### config.mk
export PLATFORM = sky130hd
export DESIGN_NAME = alu_cmd_sequencer
export DESIGN_NICKNAME = d
export VERILOG_FILES = /design/src/rtl/alu_seq_pkg.sv /design/src/rtl/alu_cmd_sequencer_result_fifo.sv /design/src/rtl/alu_cmd_sequencer.sv
export SDC_FILE = /design/constraint.sdc
export NUM_CORES = 1
export LEC_CHECK = 0
export ABC_AREA = 1
export CAP_MARGIN = 20
export CORE_MARGIN = 2
export CORE_UTILIZATION = 51
export CTS_CLUSTER_DIAMETER = 50
export DETAILED_ROUTE_END_ITERATION = 10
export GPL_TIMING_DRIVEN = 1
export PLACE_DENSITY = 0.81
export SYNTH_ARGS = -nofsm -noshare
export SYNTH_HDL_FRONTEND = slang
export SYNTH_SLANG_ARGS = --single-unit
### constraint.sdc
create_clock -name clk -period 4.05 [get_ports clk]
set_clock_uncertainty 0.1 [all_clocks]
set_input_delay 1.215 -clock clk [delete_from_list [all_inputs] [get_ports clk]]
set_output_delay 1.215 -clock clk [all_outputs]
set_load 0.02 [all_outputs]
### src/rtl/alu_seq_pkg.sv
// Shared constants for the ALU command sequencer.
// Default widths, latency and ALU control codes.
package alu_seq_pkg;
  localparam int DATA_W    = 16;
  localparam int RES_W     = 38;
  localparam int LATENCY   = 3;
  localparam int RES_DEPTH = 4;

  localparam logic [1:0] CTRL_OP0  = 2'b00;
  localparam logic [1:0] CTRL_OP1  = 2'b01;
  localparam logic [1:0] CTRL_OP2  = 2'b10;
  localparam logic [1:0] CTRL_RSVD = 2'b11;
endpackage

### src/rtl/alu_cmd_sequencer_result_fifo.sv
// First-word fall-through result buffer.
// Push while full is honoured only alongside a pop.
module result_fifo #(
  parameter int DEPTH = 4,
  parameter int W     = 38,
  localparam int CW   = $clog2(DEPTH + 1),
  localparam int AW   = (DEPTH > 1) ? $clog2(DEPTH) : 1
) (
  input  logic          clk,
  input  logic          reset,
  input  logic          i_push,
  input  logic [W-1:0]  i_data,
  input  logic          i_pop,
  output logic          o_valid,
  output logic [W-1:0]  o_data,
  output logic [CW-1:0] o_count
);

  logic [W-1:0]  r_mem [DEPTH];
  logic [AW-1:0] r_wr_ptr;
  logic [AW-1:0] r_rd_ptr;
  logic [CW-1:0] r_count;
  logic          w_full;
  logic          w_empty;
  logic          w_rd;
  logic          w_wr;

  function automatic logic [AW-1:0] nxt(
    input logic [AW-1:0] p
  );
    return (p == AW'(DEPTH - 1)) ? '0 : p + 1'b1;
  endfunction

  assign w_full  = (r_count == CW'(DEPTH));
  assign w_empty = (r_count == '0);
  assign w_rd    = i_pop & ~w_empty;
  assign w_wr    = i_push & (~w_full | w_rd);

  assign o_valid = ~w_empty;
  assign o_data  = r_mem[r_rd_ptr];
  assign o_count = r_count;

  // Storage array; contents are don't-care while empty.
  always_ff @(posedge clk) begin
    if (w_wr) r_mem[r_wr_ptr] <= i_data;
  end

  // Pointer and occupancy bookkeeping.
  always_ff @(posedge clk) begin
    if (reset) begin
      r_wr_ptr <= '0;
      r_rd_ptr <= '0;
      r_count  <= '0;
    end else begin
      if (w_wr) r_wr_ptr <= nxt(r_wr_ptr);
      if (w_rd) r_rd_ptr <= nxt(r_rd_ptr);
      unique case ({w_wr, w_rd})
        2'b10:   r_count <= r_count + 1'b1;
        2'b01:   r_count <= r_count - 1'b1;
        default: r_count <= r_count;
      endcase
    end
  end

endmodule

### src/rtl/alu_cmd_sequencer.sv
// Drives operand commands into a fixed-latency ALU
// and buffers its results under credit flow control.
module alu_cmd_sequencer
  import alu_seq_pkg::*;
#(
  parameter int DATA_W    = alu_seq_pkg::DATA_W,
  parameter int RES_W     = alu_seq_pkg::RES_W,
  parameter int LATENCY   = alu_seq_pkg::LATENCY,
  parameter int RES_DEPTH = alu_seq_pkg::RES_DEPTH
) (
  input  logic              clk,
  input  logic              reset,
  input  logic              cmd_valid,
  output logic              cmd_ready,
  input  logic [1:0]        cmd_control,
  input  logic [DATA_W-1:0] cmd_in1,
  input  logic [DATA_W-1:0] cmd_in2,
  output logic [1:0]        alu_control,
  output logic [DATA_W-1:0] alu_in1,
  output logic [DATA_W-1:0] alu_in2,
  input  logic [RES_W-1:0]  alu_result,
  output logic              res_valid,
  input  logic              res_ready,
  output logic [RES_W-1:0]  res_data,
  output logic              busy,
  output logic [7:0]        issued_count
);

  localparam int CW = $clog2(RES_DEPTH + 1);

  logic [CW-1:0]      r_credits;
  logic [LATENCY-1:0] r_tag;
  logic [1:0]         r_ctl;
  logic [DATA_W-1:0]  r_in1;
  logic [DATA_W-1:0]  r_in2;
  logic [7:0]         r_issued;
  logic               w_accept;
  logic               w_pop;
  logic               w_valid;
  logic [CW-1:0]      w_count;

  assign cmd_ready    = (r_credits != '0) & ~reset;
  assign w_accept     = cmd_valid & cmd_ready;
  assign w_pop        = w_valid & res_ready;
  assign res_valid    = w_valid;
  assign alu_control  = r_ctl;
  assign alu_in1      = r_in1;
  assign alu_in2      = r_in2;
  assign issued_count = r_issued;
  assign busy         = (|r_tag) | (w_count != '0);

  // A credit is one FIFO slot reserved from accept until pop.
  always_ff @(posedge clk) begin
    if (reset) begin
      r_credits <= CW'(RES_DEPTH);
    end else if (w_accept & ~w_pop) begin
      r_credits <= r_credits - 1'b1;
    end else if (w_pop & ~w_accept) begin
      r_credits <= r_credits + 1'b1;
    end
  end

  // Operand registers hold the last accepted command.
  always_ff @(posedge clk) begin
    if (reset) begin
      r_ctl <= '0;
      r_in1 <= '0;
      r_in2 <= '0;
    end else if (w_accept) begin
      r_ctl <= cmd_control;
      r_in1 <= cmd_in1;
      r_in2 <= cmd_in2;
    end
  end

  // Tag pipe marks which ALU output cycles carry our results.
  always_ff @(posedge clk) begin
    if (reset) begin
      r_tag <= '0;
    end else begin
      r_tag[0] <= w_accept;
      for (int i = 1; i < LATENCY; i++) begin
        r_tag[i] <= r_tag[i-1];
      end
    end
  end

  // Accepted-command counter, free-running wrap.
  always_ff @(posedge clk) begin
    if (reset) begin
      r_issued <= '0;
    end else if (w_accept) begin
      r_issued <= r_issued + 8'd1;
    end
  end

  result_fifo #(
    .DEPTH (RES_DEPTH),
    .W     (RES_W)
  ) u_fifo (
    .clk     (clk),
    .reset   (reset),
    .i_push  (r_tag[LATENCY-1]),
    .i_data  (alu_result),
    .i_pop   (res_ready),
    .o_valid (w_valid),
    .o_data  (res_data),
    .o_count (w_count)
  );

endmodule

==> Word level (Yosys, flattened, before mapping) <==
Memory sizes are Yosys's and may differ from the RTL's. A register that Yosys moved wholly into a read port is not among the register bits.
Index checks and enable logic that the tools add are counted.
W data, S select, Z words.
{ "classes": {"eq_ne": 5, "n_reduce_logical": 6, "n_addsub": 7, "n_mux": 9, "bitwise": 13} }
{ "op_table": {"columns": ["op", "n"], "rows": [
  ["$add A8 B1 Y8 const B", 1],
  ["$mux W2", 4],
  ["$add A3 B1 Y3 const B", 2],
  ["$and A1 B1 Y1", 6],
  ["$eq A2 B2 Y1 const B", 3],
  ["$mux W3", 2],
  ["$pmux W3 S2", 1],
  ["$reduce_bool A3 Y1", 2],
  ["$sub A3 B1 Y3 const B", 2],
  ["$not A1 Y1", 5],
  ["$add A2 B1 Y2 const B", 2],
  ["$reduce_bool A2 Y1", 2],
  ["$eq A3 B3 Y1 const B", 1],
  ["$logic_not A3 Y1", 1],
  ["$reduce_or A3 Y1", 1],
  ["$eq A2 B1 Y1 const B", 1],
  ["$mux W1", 2],
  ["$or A1 B1 Y1", 2]
]} }
{ "word_totals": {"ff_bits": 55, "elab_cells": 50, "inputBits": 76, "n_memories": 1, "ramBits": 152} }
{ "mem_list": {"columns": ["name", "words", "width", "rd", "rd_ports_with_merged_regs", "write_ports", "line", "text"], "rows": [
  ["u_fifo.r_mem", 4, 38, 1, 1, 1, "alu_cmd_sequencer_result_fifo.sv:19", "logic [W-1:0] r_mem [DEPTH];"]
]} }

==> Logic depth before layout (Yosys ltp) <==
{ "logic_depth": {"depth_word": 7, "depth_mapped": 13, "mapped_depth_nobuf": 13} }

==> Modules after synthesis <==
From an unflattened synthesis, not the netlist that was laid out.
{ "hier_totals": {"cells_unflattened": 676, "hier_area_um2": 7940.1} }
{ "modules_own_cells": {"columns": ["mod", "seq_area_each_um2", "area_per_inst_um2", "instances", "cells_per_inst"], "rows": [
  ["result_fifo", 4744.6, 6117.1, 1, 434],
  ["alu_cmd_sequencer", 960.9, 1823.0, 1, 242]
]} }

==> Worst setup path before layout <==
Ideal clock, no wire load.
{ "synth_timing": {"path_type": "input port to flip-flop", "start": "in res_ready", "end": "mem u_fifo.r_mem[0][0], enable pin", "setup_slack_ps": 422, "path_buffers": 0, "arrival_time_ps": 3095, "path_stages": 4, "required_ps": 3517, "setup_time_ps": 433, "path_cell_list": "inv_1 > nand3_1 > nand2_1 > nor2_1"} }
{ "synth_via": {"elab_chain_len": 5} }
{ "synth_lines": {"columns": ["element", "line", "text"], "rows": [
  ["start: declaration", "alu_cmd_sequencer.sv:23", "input logic res_ready,"],
  ["$and A1 B1 Y1", "alu_cmd_sequencer_result_fifo.sv:36", "assign w_rd = i_pop & ~w_empty;"],
  ["$or A1 B1 Y1", "alu_cmd_sequencer_result_fifo.sv:37", "assign w_wr = i_push & (~w_full | w_rd);"],
  ["$and A1 B1 Y1", "alu_cmd_sequencer_result_fifo.sv:37", null],
  ["$mux W1", "alu_cmd_sequencer_result_fifo.sv:45", "if (w_wr) r_mem[r_wr_ptr] <= i_data;"],
  ["$mux W1 (not written as such)", "alu_cmd_sequencer_result_fifo.sv:45", null],
  ["end: declaration", "alu_cmd_sequencer_result_fifo.sv:19", null]
]} }
Every way passes these cells.

==> results.md <==
- Status: finished, final reports clean
- Syn Inst Count: 671
- Critical Path Slowest Stage Cell: clkdlybuf4s50_1
- Gr usage total: 0.1997
- Die W: 128.2 um
- Cell Chain, Critical Path: buf_4 -> o21ai_0 -> o22ai_1 -> clkdlybuf4s50_1
- Via-to-Cell Ratio: 5.218
- PwrDens: 567.6 nW/um2
- Worst Path Buf+Inv: 2
- Max-cap viol count: 0
- Async SR Flop Fraction: 0
- Overflow after GRT: 0
- Placed Area: 9729 um2
- Final setup vio count: 0
- RSZ-0062 raised after global routing: no
- Peak VDD IR: 0.3471 mV
- Fill cells: 1,085
- Tcrit/Tclk final: 0.9306
- Detailed placement HPWL: 9.584 mm
- # nets final: 919
- Final hold vios: 0
- Ant diodes: 0
- Setup ws final: 281.0 ps
- Relative slew slack: 0.6640
- CTS max path bufs: 3
- Synth warnings: 0
- Number of synthesized flops with an enable pin: 152
- Core area: 15,150 um2
- Min-delay worst type: reg2reg
- Register Area: 5707 um2
- CP Max Fanout: 19
- Syn_nets: 757
- Vias: 5,406
- Minimum clock period: 3769 ps
- Die area: 16,440 um2
- Total routed wirelength: 16.37 mm
- Vias in the first global route: 5,392
- LEAKAGE: 0.003834 uW
- Placer Congestion: 0.7457
- Antenna Nets Post-Route: 0
- Hold_buf cts: 0
- Clk Latency, worst-skew pair: 500 ps
- I/O Buffers: 158
- Worst setup SP type: flip-flop
- Ratio of cells with drive above 1 in the final layout: 0.06958
- Post CTS Setup Buffer Count: 0
- Length of the first detailed-routing pass in iterations: 4
- Initial antenna violation count: 0
- WP data arrival: 2450 ps
- Crit-path max cell delay: 650 ps
- Worst Max-Slew Pin Slew: 503.9 ps
- Setup Slack @ Placement: 320.4 ps
- Die Y: 128.2 um
- Final TNS setup: 0 ps
- Max Slew Vio Count: 0
- Post-synthesis sequential area ratio: 0.7252
- CTS Buf Count: 23
- CP required: 2730 ps
- Root Buffer: clkbuf_16
- First-pass GRT wire length: 26.03 mm
- CP top delay family: buffers and inverters
- Synth cell types: 23
- Pin count of the biggest net entering global routing: 77
- Synth Flop Type: edfxtp_1
- Fmax achieved: 0.2653 GHz
- Crit Path Class: reg2out
- Rows: 45
- DRC: 0
- Layout area overhead: 32.92%
- Endpoint class of the critical path: primary output
- Post-Syn Area: 7868 um2
- Finished Cell Area: 10,460 um2
- Clk sinks: 209
- Htree depth: 1
- Multi-input logic area: 1894 um2
- Per-cell routed wire length: 15.80 um
- Post-cts sizing count: 0
- Starting Density: 0.5195
- Clock transition at path regs: 60 ps
- Initial drt markers: 303
- IO Count: 159
- Seq cells post-synth: 209
- Syn avg cell area: 11.73 um2
- CTS tree: yes
==> worst min-delay path, cell delays in order (launching register included) <==
cell and delay [ps]:
dfxtp_1 310, inv_1 40, nor2_1 30
==> flip-flops by register name, indices dropped and copies added, names as in the netlist, named ones only <==
name / flops
u_fifo.r_rd_ptr: 2
alu_control: 2
alu_in2: 16
issued_count: 8
u_fifo.r_mem: 152
r_tag: 3
u_fifo.o_count: 3
r_credits: 3
alu_in1: 16
u_fifo.r_wr_ptr: 2
==> cell type report <==
type	instances	area share
clock inverter	14	0.01352
clock buffer	26	0.05611
timing repair buffer	173	0.1692
multi-input combinational	393	0.1811
tap	188	0.02249
sequential	209	0.5457
inverter	33	0.01184
==> per-layer routing <==
| metal | vias to the layer above | GRT usage | routed length [um] |
|---|---|---|---|
| met5 | - | 0 | 0 |
| met4 | 0 | 0.05365 | 255 |
| met3 | 21 | 0.06970 | 1605 |
| met2 | 212 | 0.3482 | 8002 |
| met1 | 2506 | 0.2357 | 6507 |
| li1 | 2667 | - | - |
==> metrics by stage <==
| step | std cells | total power [uW] | util | hold WS (ps) |
|---|---|---|---|---|
| after floorplan | 671 | 3300 | - | 302.7 |
| after global placement | 996 | 3981 | 0.6424 | 307.1 |
| after detailed placement | 996 | 3999 | 0.6424 | 311.7 |
| after CTS | 1036 | 5990 | 0.6905 | 320.2 |
| after global routing | 1036 | 6217 | 0.6905 | 336.7 |
| final | 1036 | 5936 | 0.6905 | 316.0 |
==> final timing paths <==
check | from | end | slack (ps) | depth (start not counted)
hold reg to reg | r_tag[0]$_SDFF_PP0_ | r_tag[1]$_SDFF_PP0_ | 320 | 2
setup / recovery | flip-flop | res_data[3] | 280 | 4
setup reg to reg | u_fifo.o_count[1]$_SDFFE_PP0P_ | u_fifo.o_count[2]$_SDFFE_PP0P_ | 2050 | 11
hold / removal | r_tag[0]$_SDFF_PP0_ | r_tag[1]$_SDFF_PP0_ | 320 | 2
==> synth_stat cells, types with 2 or more instances <==
library cell / number / area, um2
inv_1: 31 / 116.4
edfxtp_1: 152 / 4564
ha_1: 8 / 100.1
a21oi_1: 8 / 40.04
dfxtp_1: 57 / 1141
buf_2: 14 / 70.07
inv_2: 2 / 7.510
o21ai_0: 80 / 400.4
nand2_1: 95 / 356.6
buf_4: 3 / 22.52
nand3_1: 38 / 190.2
o22ai_1: 38 / 237.7
clkbuf_2: 2 / 10.01
nor2_1: 112 / 420.4
fa_1: 2 / 40.04
o21ai_1: 7 / 35.03
clkbuf_1: 16 / 60.06
==> cells by family after synthesis <==
family,after synthesis,share of synthesized area
compound gates,134,0.09144
xor+xnor,1,0.001113
fa+ha+maj,10,0.01781
buf+inv,69,0.03785
flops,209,0.7252
simple gates,248,0.1266
==> layout by cell type, fill, tap and decap left out, types with 3 or more instances in the layout <==
cell type        count
nor2_1             108
nor2_4               4
nand2_1             95
ha_1                 8
o22ai_1             38
inv_2                3
clkinv_1             3
dfxtp_1             56
clkbuf_16           23
edfxtp_1           152
nand3_1             38
o21ai_0             80
clkbuf_1             3
clkdlybuf4s50_1    158
inv_1               30
buf_12               6
o21ai_1              7
buf_4                9
a21oi_1              8
==> where the power goes <==
part,switching [uW],total (uW),internal (uW)
Sequential,54.3,2430,2380
Clock,806,1980,1180
Combinational,866,1520,655
Note: power is estimated with default switching activity, not from simulation.
